===== config.mk =====
export PLATFORM = sky130hd
export DESIGN_NAME = spi_target
export DESIGN_NICKNAME = d
export VERILOG_FILES = /design/src/rtl/spi_target_pkg.sv /design/src/rtl/spi_target_sync_shift.sv /design/src/rtl/spi_target.sv
export SDC_FILE = /design/constraint.sdc
export NUM_CORES = 1
export LEC_CHECK = 0
export CAP_MARGIN = 15
export CORE_MARGIN = 2
export CORE_UTILIZATION = 55
export DETAILED_ROUTE_END_ITERATION = 8
export GPL_ROUTABILITY_DRIVEN = 0
export PLACE_DENSITY = 0.83
export SLEW_MARGIN = 10
export SYNTH_ARGS = -nofsm -noshare
export SYNTH_HDL_FRONTEND = slang
export SYNTH_SLANG_ARGS = --single-unit

===== constraint.sdc =====
create_clock -name clk_sys_i -period 5.1 [get_ports clk_sys_i]
set_clock_uncertainty 0.2 [all_clocks]
set_input_delay 1.53 -clock clk_sys_i [delete_from_list [all_inputs] [get_ports clk_sys_i]]
set_output_delay 1.53 -clock clk_sys_i [all_outputs]
set_load 0.005 [all_outputs]

===== src/rtl/spi_target_pkg.sv =====
// Shared types and frame-length constants for the SPI bus-access target.
package spi_target_pkg;

    typedef enum logic [1:0] {
        OP_WRITE_NEXT = 2'b00,
        OP_READ_NEXT  = 2'b01,
        OP_WRITE      = 2'b10,
        OP_READ       = 2'b11
    } op_t;

    typedef enum logic [2:0] {
        IDLE,
        CMD,
        ADDR_HI,
        ADDR_LO,
        DATA,
        DONE
    } frame_state_t;

    typedef enum logic {
        BUS_IDLE,
        BUS_REQ
    } bus_state_t;

    // Number of bytes, command byte included, that make up a complete frame.
    localparam logic [2:0] BYTES_WRITE      = 3'd4;
    localparam logic [2:0] BYTES_READ       = 3'd3;
    localparam logic [2:0] BYTES_WRITE_NEXT = 3'd2;
    localparam logic [2:0] BYTES_READ_NEXT  = 3'd1;

    function automatic logic [2:0] op_bytes(input op_t op);
        case (op)
            OP_WRITE:      op_bytes = BYTES_WRITE;
            OP_READ:       op_bytes = BYTES_READ;
            OP_WRITE_NEXT: op_bytes = BYTES_WRITE_NEXT;
            default:       op_bytes = BYTES_READ_NEXT;
        endcase
    endfunction

endpackage


===== src/rtl/spi_target_sync_shift.sv =====
// Oversampling front end: synchronizes SCK, /CS and SDI into clk_sys,
// detects SCK edges and runs the receive/transmit shift registers.
module spi_sync_shift #(
    parameter int SYNC_STAGES = 2
) (
    input  logic       clk_sys,
    input  logic       reset,
    input  logic       sck,
    input  logic       cs_n,
    input  logic       sdi,
    input  logic [7:0] tx_load_byte,
    output logic       byte_valid,
    output logic [7:0] rx_byte,
    output logic       cs_active,
    output logic       sdo
);

    logic [SYNC_STAGES-1:0] sck_sync;
    logic [SYNC_STAGES-1:0] cs_sync;
    logic [SYNC_STAGES-1:0] sdi_sync;
    logic                   sck_prev;
    logic [2:0]             bit_cnt;
    logic [7:0]             rx_shift;
    logic [7:0]             tx_shift;
    logic                   sck_s;
    logic                   sdi_s;
    logic                   sck_rise;
    logic                   sck_fall;

    assign sck_s     = sck_sync[SYNC_STAGES-1];
    assign sdi_s     = sdi_sync[SYNC_STAGES-1];
    assign cs_active = ~cs_sync[SYNC_STAGES-1];
    assign sck_rise  = cs_active & sck_s & ~sck_prev;
    assign sck_fall  = cs_active & ~sck_s & sck_prev;
    assign sdo       = cs_active ? tx_shift[7] : tx_load_byte[7];

    // Synchronizer chains; /CS resets to deselected so reset never opens a frame.
    always_ff @(posedge clk_sys or posedge reset) begin
        if (reset) begin
            sck_sync <= '0;
            cs_sync  <= '1;
            sdi_sync <= '0;
            sck_prev <= 1'b0;
        end else begin
            sck_sync <= (sck_sync << 1) | SYNC_STAGES'(sck);
            cs_sync  <= (cs_sync << 1) | SYNC_STAGES'(cs_n);
            sdi_sync <= (sdi_sync << 1) | SYNC_STAGES'(sdi);
            sck_prev <= sck_s;
        end
    end

    // Shift SDI in on SCK rise, SDO out on SCK fall; reload transmit data per byte.
    always_ff @(posedge clk_sys or posedge reset) begin
        if (reset) begin
            bit_cnt    <= 3'd0;
            rx_shift   <= 8'h00;
            rx_byte    <= 8'h00;
            tx_shift   <= 8'h00;
            byte_valid <= 1'b0;
        end else begin
            byte_valid <= 1'b0;
            if (!cs_active) begin
                bit_cnt  <= 3'd0;
                tx_shift <= tx_load_byte;
            end else begin
                if (sck_rise) begin
                    rx_shift <= {rx_shift[6:0], sdi_s};
                    bit_cnt  <= bit_cnt + 3'd1;
                    if (bit_cnt == 3'd7) begin
                        byte_valid <= 1'b1;
                        rx_byte    <= {rx_shift[6:0], sdi_s};
                    end
                end
                if (sck_fall) begin
                    tx_shift <= (bit_cnt == 3'd0) ? tx_load_byte : {tx_shift[6:0], 1'b0};
                end
            end
        end
    end

endmodule


===== src/rtl/spi_target.sv =====
// SPI mode-0 target that decodes bus-access frames and issues single-beat
// read/write requests to the system bus arbiter.
module spi_target
    import spi_target_pkg::*;
#(
    parameter int SYNC_STAGES = 2,
    parameter int ADDR_WIDTH  = 16
) (
    input  logic                  clk_sys_i,
    input  logic                  reset_i,
    input  logic                  spi_sck_i,
    input  logic                  spi_cs_ni,
    input  logic                  spi_rx_i,
    output logic                  spi_tx_o,
    output logic [ADDR_WIDTH-1:0] bus_addr_o,
    output logic [7:0]            bus_wr_data_o,
    output logic                  bus_we_o,
    output logic                  bus_req_o,
    input  logic                  bus_ack_i,
    input  logic [7:0]            bus_rd_data_i,
    output logic                  overrun_o
);

    frame_state_t          frame_state;
    frame_state_t          frame_next;
    bus_state_t            bus_state;
    bus_state_t            bus_next;
    op_t                   op_q;
    op_t                   cur_op;
    logic [1:0]            byte_idx;
    logic [7:0]            addr_hi_q;
    logic [7:0]            addr_lo_q;
    logic [ADDR_WIDTH-1:0] addr_q;
    logic [ADDR_WIDTH-1:0] next_addr;
    logic [7:0]            rd_data_q;
    logic                  byte_valid;
    logic [7:0]            rx_byte;
    logic                  cs_active;
    logic                  in_frame;
    logic                  frame_done;
    logic                  cur_we;

    spi_sync_shift #(
        .SYNC_STAGES(SYNC_STAGES)
    ) u_sync_shift (
        .clk_sys      (clk_sys_i),
        .reset        (reset_i),
        .sck          (spi_sck_i),
        .cs_n         (spi_cs_ni),
        .sdi          (spi_rx_i),
        .tx_load_byte (rd_data_q),
        .byte_valid   (byte_valid),
        .rx_byte      (rx_byte),
        .cs_active    (cs_active),
        .sdo          (spi_tx_o)
    );

    // The op is taken straight from the command byte while it is arriving.
    assign cur_op     = (frame_state == CMD) ? op_t'(rx_byte[7:6]) : op_q;
    assign cur_we     = (cur_op == OP_WRITE) || (cur_op == OP_WRITE_NEXT);
    assign in_frame   = frame_state inside {CMD, ADDR_HI, ADDR_LO, DATA};
    assign frame_done = byte_valid && cs_active && in_frame &&
                        (({1'b0, byte_idx} + 3'd1) == op_bytes(cur_op));

    // Target address of the frame that is completing this cycle.
    always_comb begin
        next_addr = addr_q + ADDR_WIDTH'(1);
        if (cur_op == OP_READ) begin
            next_addr = ADDR_WIDTH'({addr_hi_q, rx_byte});
        end else if (cur_op == OP_WRITE) begin
            next_addr = ADDR_WIDTH'({addr_hi_q, addr_lo_q});
        end
    end

    // Frame FSM state register.
    always_ff @(posedge clk_sys_i or posedge reset_i) begin
        if (reset_i) frame_state <= IDLE;
        else         frame_state <= frame_next;
    end

    // Frame FSM: route each received byte by position; /CS release aborts.
    always_comb begin
        frame_next = frame_state;
        if (!cs_active) begin
            frame_next = IDLE;
        end else begin
            case (frame_state)
                IDLE:    frame_next = CMD;
                CMD: if (byte_valid) begin
                    if (cur_op == OP_WRITE || cur_op == OP_READ) frame_next = ADDR_HI;
                    else if (cur_op == OP_WRITE_NEXT)           frame_next = DATA;
                    else                                        frame_next = DONE;
                end
                ADDR_HI: if (byte_valid) frame_next = ADDR_LO;
                ADDR_LO: if (byte_valid) frame_next = (op_q == OP_WRITE) ? DATA : DONE;
                DATA:    if (byte_valid) frame_next = DONE;
                DONE:    frame_next = DONE;
                default: frame_next = IDLE;
            endcase
        end
    end

    // Capture command/address bytes and advance the auto-increment address.
    always_ff @(posedge clk_sys_i or posedge reset_i) begin
        if (reset_i) begin
            op_q      <= OP_WRITE_NEXT;
            byte_idx  <= 2'd0;
            addr_hi_q <= 8'h00;
            addr_lo_q <= 8'h00;
            addr_q    <= '0;
        end else begin
            if (!cs_active) begin
                byte_idx <= 2'd0;
            end else if (byte_valid && in_frame) begin
                byte_idx <= byte_idx + 2'd1;
            end
            if (byte_valid) begin
                case (frame_state)
                    CMD:     op_q      <= cur_op;
                    ADDR_HI: addr_hi_q <= rx_byte;
                    ADDR_LO: addr_lo_q <= rx_byte;
                    default: ;
                endcase
            end
            if (frame_done) addr_q <= next_addr;
        end
    end

    // Bus FSM state register.
    always_ff @(posedge clk_sys_i or posedge reset_i) begin
        if (reset_i) bus_state <= BUS_IDLE;
        else         bus_state <= bus_next;
    end

    // Bus FSM: an ack coinciding with a new frame hands straight over to it.
    always_comb begin
        bus_next = bus_state;
        case (bus_state)
            BUS_IDLE: if (frame_done) bus_next = BUS_REQ;
            BUS_REQ:  if (bus_ack_i && !frame_done) bus_next = BUS_IDLE;
            default:  bus_next = BUS_IDLE;
        endcase
    end

    // Registered request fields, read-data capture and sticky overrun flag.
    always_ff @(posedge clk_sys_i or posedge reset_i) begin
        if (reset_i) begin
            bus_addr_o    <= '0;
            bus_wr_data_o <= 8'h00;
            bus_we_o      <= 1'b0;
            bus_req_o     <= 1'b0;
            overrun_o     <= 1'b0;
            rd_data_q     <= 8'h00;
        end else begin
            bus_req_o <= (bus_next == BUS_REQ);
            if (frame_done && (bus_state == BUS_IDLE || bus_ack_i)) begin
                bus_addr_o    <= next_addr;
                bus_we_o      <= cur_we;
                bus_wr_data_o <= cur_we ? rx_byte : 8'h00;
            end
            if (frame_done && bus_state == BUS_REQ && !bus_ack_i) begin
                overrun_o <= 1'b1;
            end
            if (bus_state == BUS_REQ && bus_ack_i && !bus_we_o) begin
                rd_data_q <= bus_rd_data_i;
            end
        end
    end

endmodule


==> metrics.cfg <==
[clock_tree]
clock-sinks=108
path_clk_slew_ns=0.10
clockBufferDepth=2
post_cts_buffers=0
cts_max_level=3
clk_latency_ns=0.37
cts_tree=done
ctsHoldBuffers=0
ctsResizeCount=0
cts-root-buf=clkbuf_8
cts_buffers=9

[pwr]
p_leak_nw=2.727
power_frac_seq=0.585
power_density_nw_per_um2=278.8
switching_share=0.2289
ir_worst_vdd_v=0.0001437
power_frac_comb=0.056
pwr-share-clk=0.360
internal_power_mw=1.228
p_sw_uw=364.5

[grt]
grt_max_degree=68
grt_overflow=0
grt_usage=0.1964
antenna_found_initial=0
grt_pass1_wl_mm=15.37
grt_pass1_vias=3154

[die]
die_x_um=99.25
initial_core_util=0.5694
num_io_pins=42
core_area_sq_um=8763
dieArea_sq_um=9851
fp.dieH_um=99.25
num_rows=34

[sta]
tightest_slew_ns=0.9991
setup_viol=0
fin_crit_sh=0.7816
hold_viol_final=0
fin_crit_ns=3.986
fin_setup_tns_ns=0
max_freq_mhz=250.9
drv_slew=0
rsz0062_at_grt=false
max-slew-margin-rel=0.3340

[hold_path]
hold_path_class=flop to flop

[worst_setup_path]
required_ns=5.15
slowest_stage=mux2i_1
slowest_delay_ns=0.62
cp_max_fo=25
end_kind=flop
startpoint_type=flop
path_cells=nor3b_4 > mux2i_1 > ha_1 > xor2_1 > nor4_4 > nand3_4 > mux2_1
crit_type=flop to flop
arrival_ns=4.04

[synth]
synth_compound_area_frac=0.06720
ys_seq_area_frac=0.5421
synth-simple-area-share=0.09880
ys_warn_count=0
ys_types=50
muxShareOfSynthArea=0.2044
synth_edf_count=0
synthesis.area_sq_um=4990
synth_xor_xnor_area_share=0.03360
synth_top_family_by_area=multiplexers
synthArstFlopShare=1.000
synthAdderAreaFrac=0.02207
synth_fp_nets=439
syn_avg_cell_area_sq_um=11.97
ys_seq_elements=108
synthFlopType=dfrtp_1
synth_cells=417

[routing]
first_iter_violations=177
drt_first_pass_iters=7
ant_nets=0
drc=0
routed_wl_mm=9.204
routedWlPerCell_um=16.23
via_per_inst=5.735
vias=3252

[placed_design]
io_buffer_count=41
dp.cells=551
dpl.hpwl_mm=6.495

[run]
maxCapViolCount=0

[cells_and_area]
multi_input_area_sq_um=2126
area_growth_pct=14.47
ff_latch_area_sq_um=2705
layout-drive-gt1-share=0.1590
num_antenna_cells=0
nets=476
fillers=647
stdcell_count=567

[run_status]
status=completed

-- routing by layer --
layer | GRT usage | part of all wire | vias to the layer above
met1 | 0.2680 | 0.44 | 1641
met4 | 0.06533 | 0.015 | 0
met5 | 0 | 0 | -
li1 | - | - | 1528
met2 | 0.3207 | 0.50 | 70
met3 | 0.03584 | 0.041 | 13
-- registers in the layout (all words and copies together) (netlist names), 3 cells and up --
| register | flops |
|---|---|
| bus_addr_o | 16 |
| addr_hi_q | 8 |
| addr_q | 16 |
| u_sync_shift.bit_cnt | 3 |
| u_sync_shift.tx_shift | 8 |
| u_sync_shift.rx_byte | 8 |
| rd_data_q | 8 |
| addr_lo_q | 8 |
| frame_state | 3 |
| bus_wr_data_o | 8 |
| u_sync_shift.rx_shift | 7 |
-- cells in the final DEF, fill, tap and decap left out, types with 2 or more instances in the layout --
cell             synthesis  final
dfrtp_1                106    106
buf_4                    3      2
and4_1                   4      4
nand2_1                 36     36
nor3_1                   4      4
and2_1                   2      2
xor2_1                   9      9
clkbuf_8                 0      9
mux2_1                  28     28
a21oi_1                 19     19
o21ai_0                 17     17
nand4_1                  5      5
o2bb2ai_1                2      2
mux2i_1                 22     22
o21ai_1                  2      2
clkdlybuf4s50_1          0     41
mux2_2                  43     43
bufinv_16                0      2
nor2_1                  20     20
xnor2_1                  7      7
nand2b_1                 2      2
ha_1                     8      8
inv_1                   20     19
nor2b_1                  2      2
nand3_1                  9      9
clkinv_4                 0      2
or3_1                    2      2
dfstp_2                  2      2
a31oi_1                  6      6
-- worst max-delay path: cells and delay by family, from the launching register on --
kind,cells,cell delay [ns]
XOR/XNOR,1,0.18
multiplexers,2,1.10
adder cells (fa/ha/maj),1,0.60
flip-flops,1,0.50
AND/OR/NAND/NOR,3,1.28
-- layout make-up --
type                            count  share of cell area
Tap cell                          108             0.02366
Timing Repair Buffer               44             0.07798
Clock buffer                        9             0.02169
Clock inverter                      7             0.01731
Inverter                           20             0.01358
Sequential cell                   108              0.4736
Multi-Input combinational cell    271              0.3722
-- synth_stat cells, types with 5 or more instances --
library cell | n | share of area
dfrtp_1 | 106 | 0.53
mux2_2 | 43 | 0.097
nand2_1 | 36 | 0.027
mux2_1 | 28 | 0.063
mux2i_1 | 22 | 0.044
inv_1 | 20 | 0.015
nor2_1 | 20 | 0.015
a21oi_1 | 19 | 0.019
o21ai_0 | 17 | 0.017
clkbuf_1 | 10 | 0.0075
nand3_1 | 9 | 0.0090
xor2_1 | 9 | 0.016
ha_1 | 8 | 0.020
xnor2_1 | 7 | 0.012
a31oi_1 | 6 | 0.0075
nand4_1 | 5 | 0.0063
-- power groups by stage --
stage / Clock (mW) / Combinational, mW / Sequential, mW
after floorplan: 0 / 0.0646 / 0.935
after global placement: 0 / 0.0847 / 0.943
after detailed placement: 0 / 0.0910 / 0.948
after CTS: 0.578 / 0.0911 / 0.931
after global routing: 0.616 / 0.0998 / 0.937
final: 0.573 / 0.0885 / 0.931
-- cells by family after synthesis --
logic type / after synthesis
simple gates: 95
mux: 93
flops: 108
xor+xnor: 17
compound gates: 57
fa+ha+maj: 9
buf+inv: 38
-- final timing paths --
check / startpoint / to / slack, ns / cells after the start
min reg2reg: u_sync_shift.sck_sync[0] / u_sync_shift.sck_sync[1] / 0.16 / 0
max: frame_state[2] / bus_addr_o[1] / 1.11 / 7
max in group asynchronous: reset_i / u_sync_shift.rx_byte[0] / 2.62 / 3
min in group asynchronous: reset_i / overrun_o / 1.35 / 2
max reg2reg: frame_state[2] / bus_addr_o[1] / 1.11 / 7
min: u_sync_shift.sck_sync[0] / u_sync_shift.sck_sync[1] / 0.16 / 0
-- per-stage QoR --
step	utilization	total power [mW]	instance area, sq um	hold slack (ns)	setup slack (ns)
2_1_floorplan	-	0.9998	4990	0.1312	0.5277
3_3_place_gp	0.6264	1.028	5489	0.1331	1.307
3_5_place_dp	0.6264	1.039	5489	0.1364	1.142
4_1_cts	0.6518	1.601	5712	0.1592	1.081
5_1_grt	0.6518	1.653	5712	0.1664	0.7896
6_report	0.6518	1.592	5712	0.1583	1.114
(Power assumes the default switching activity.)
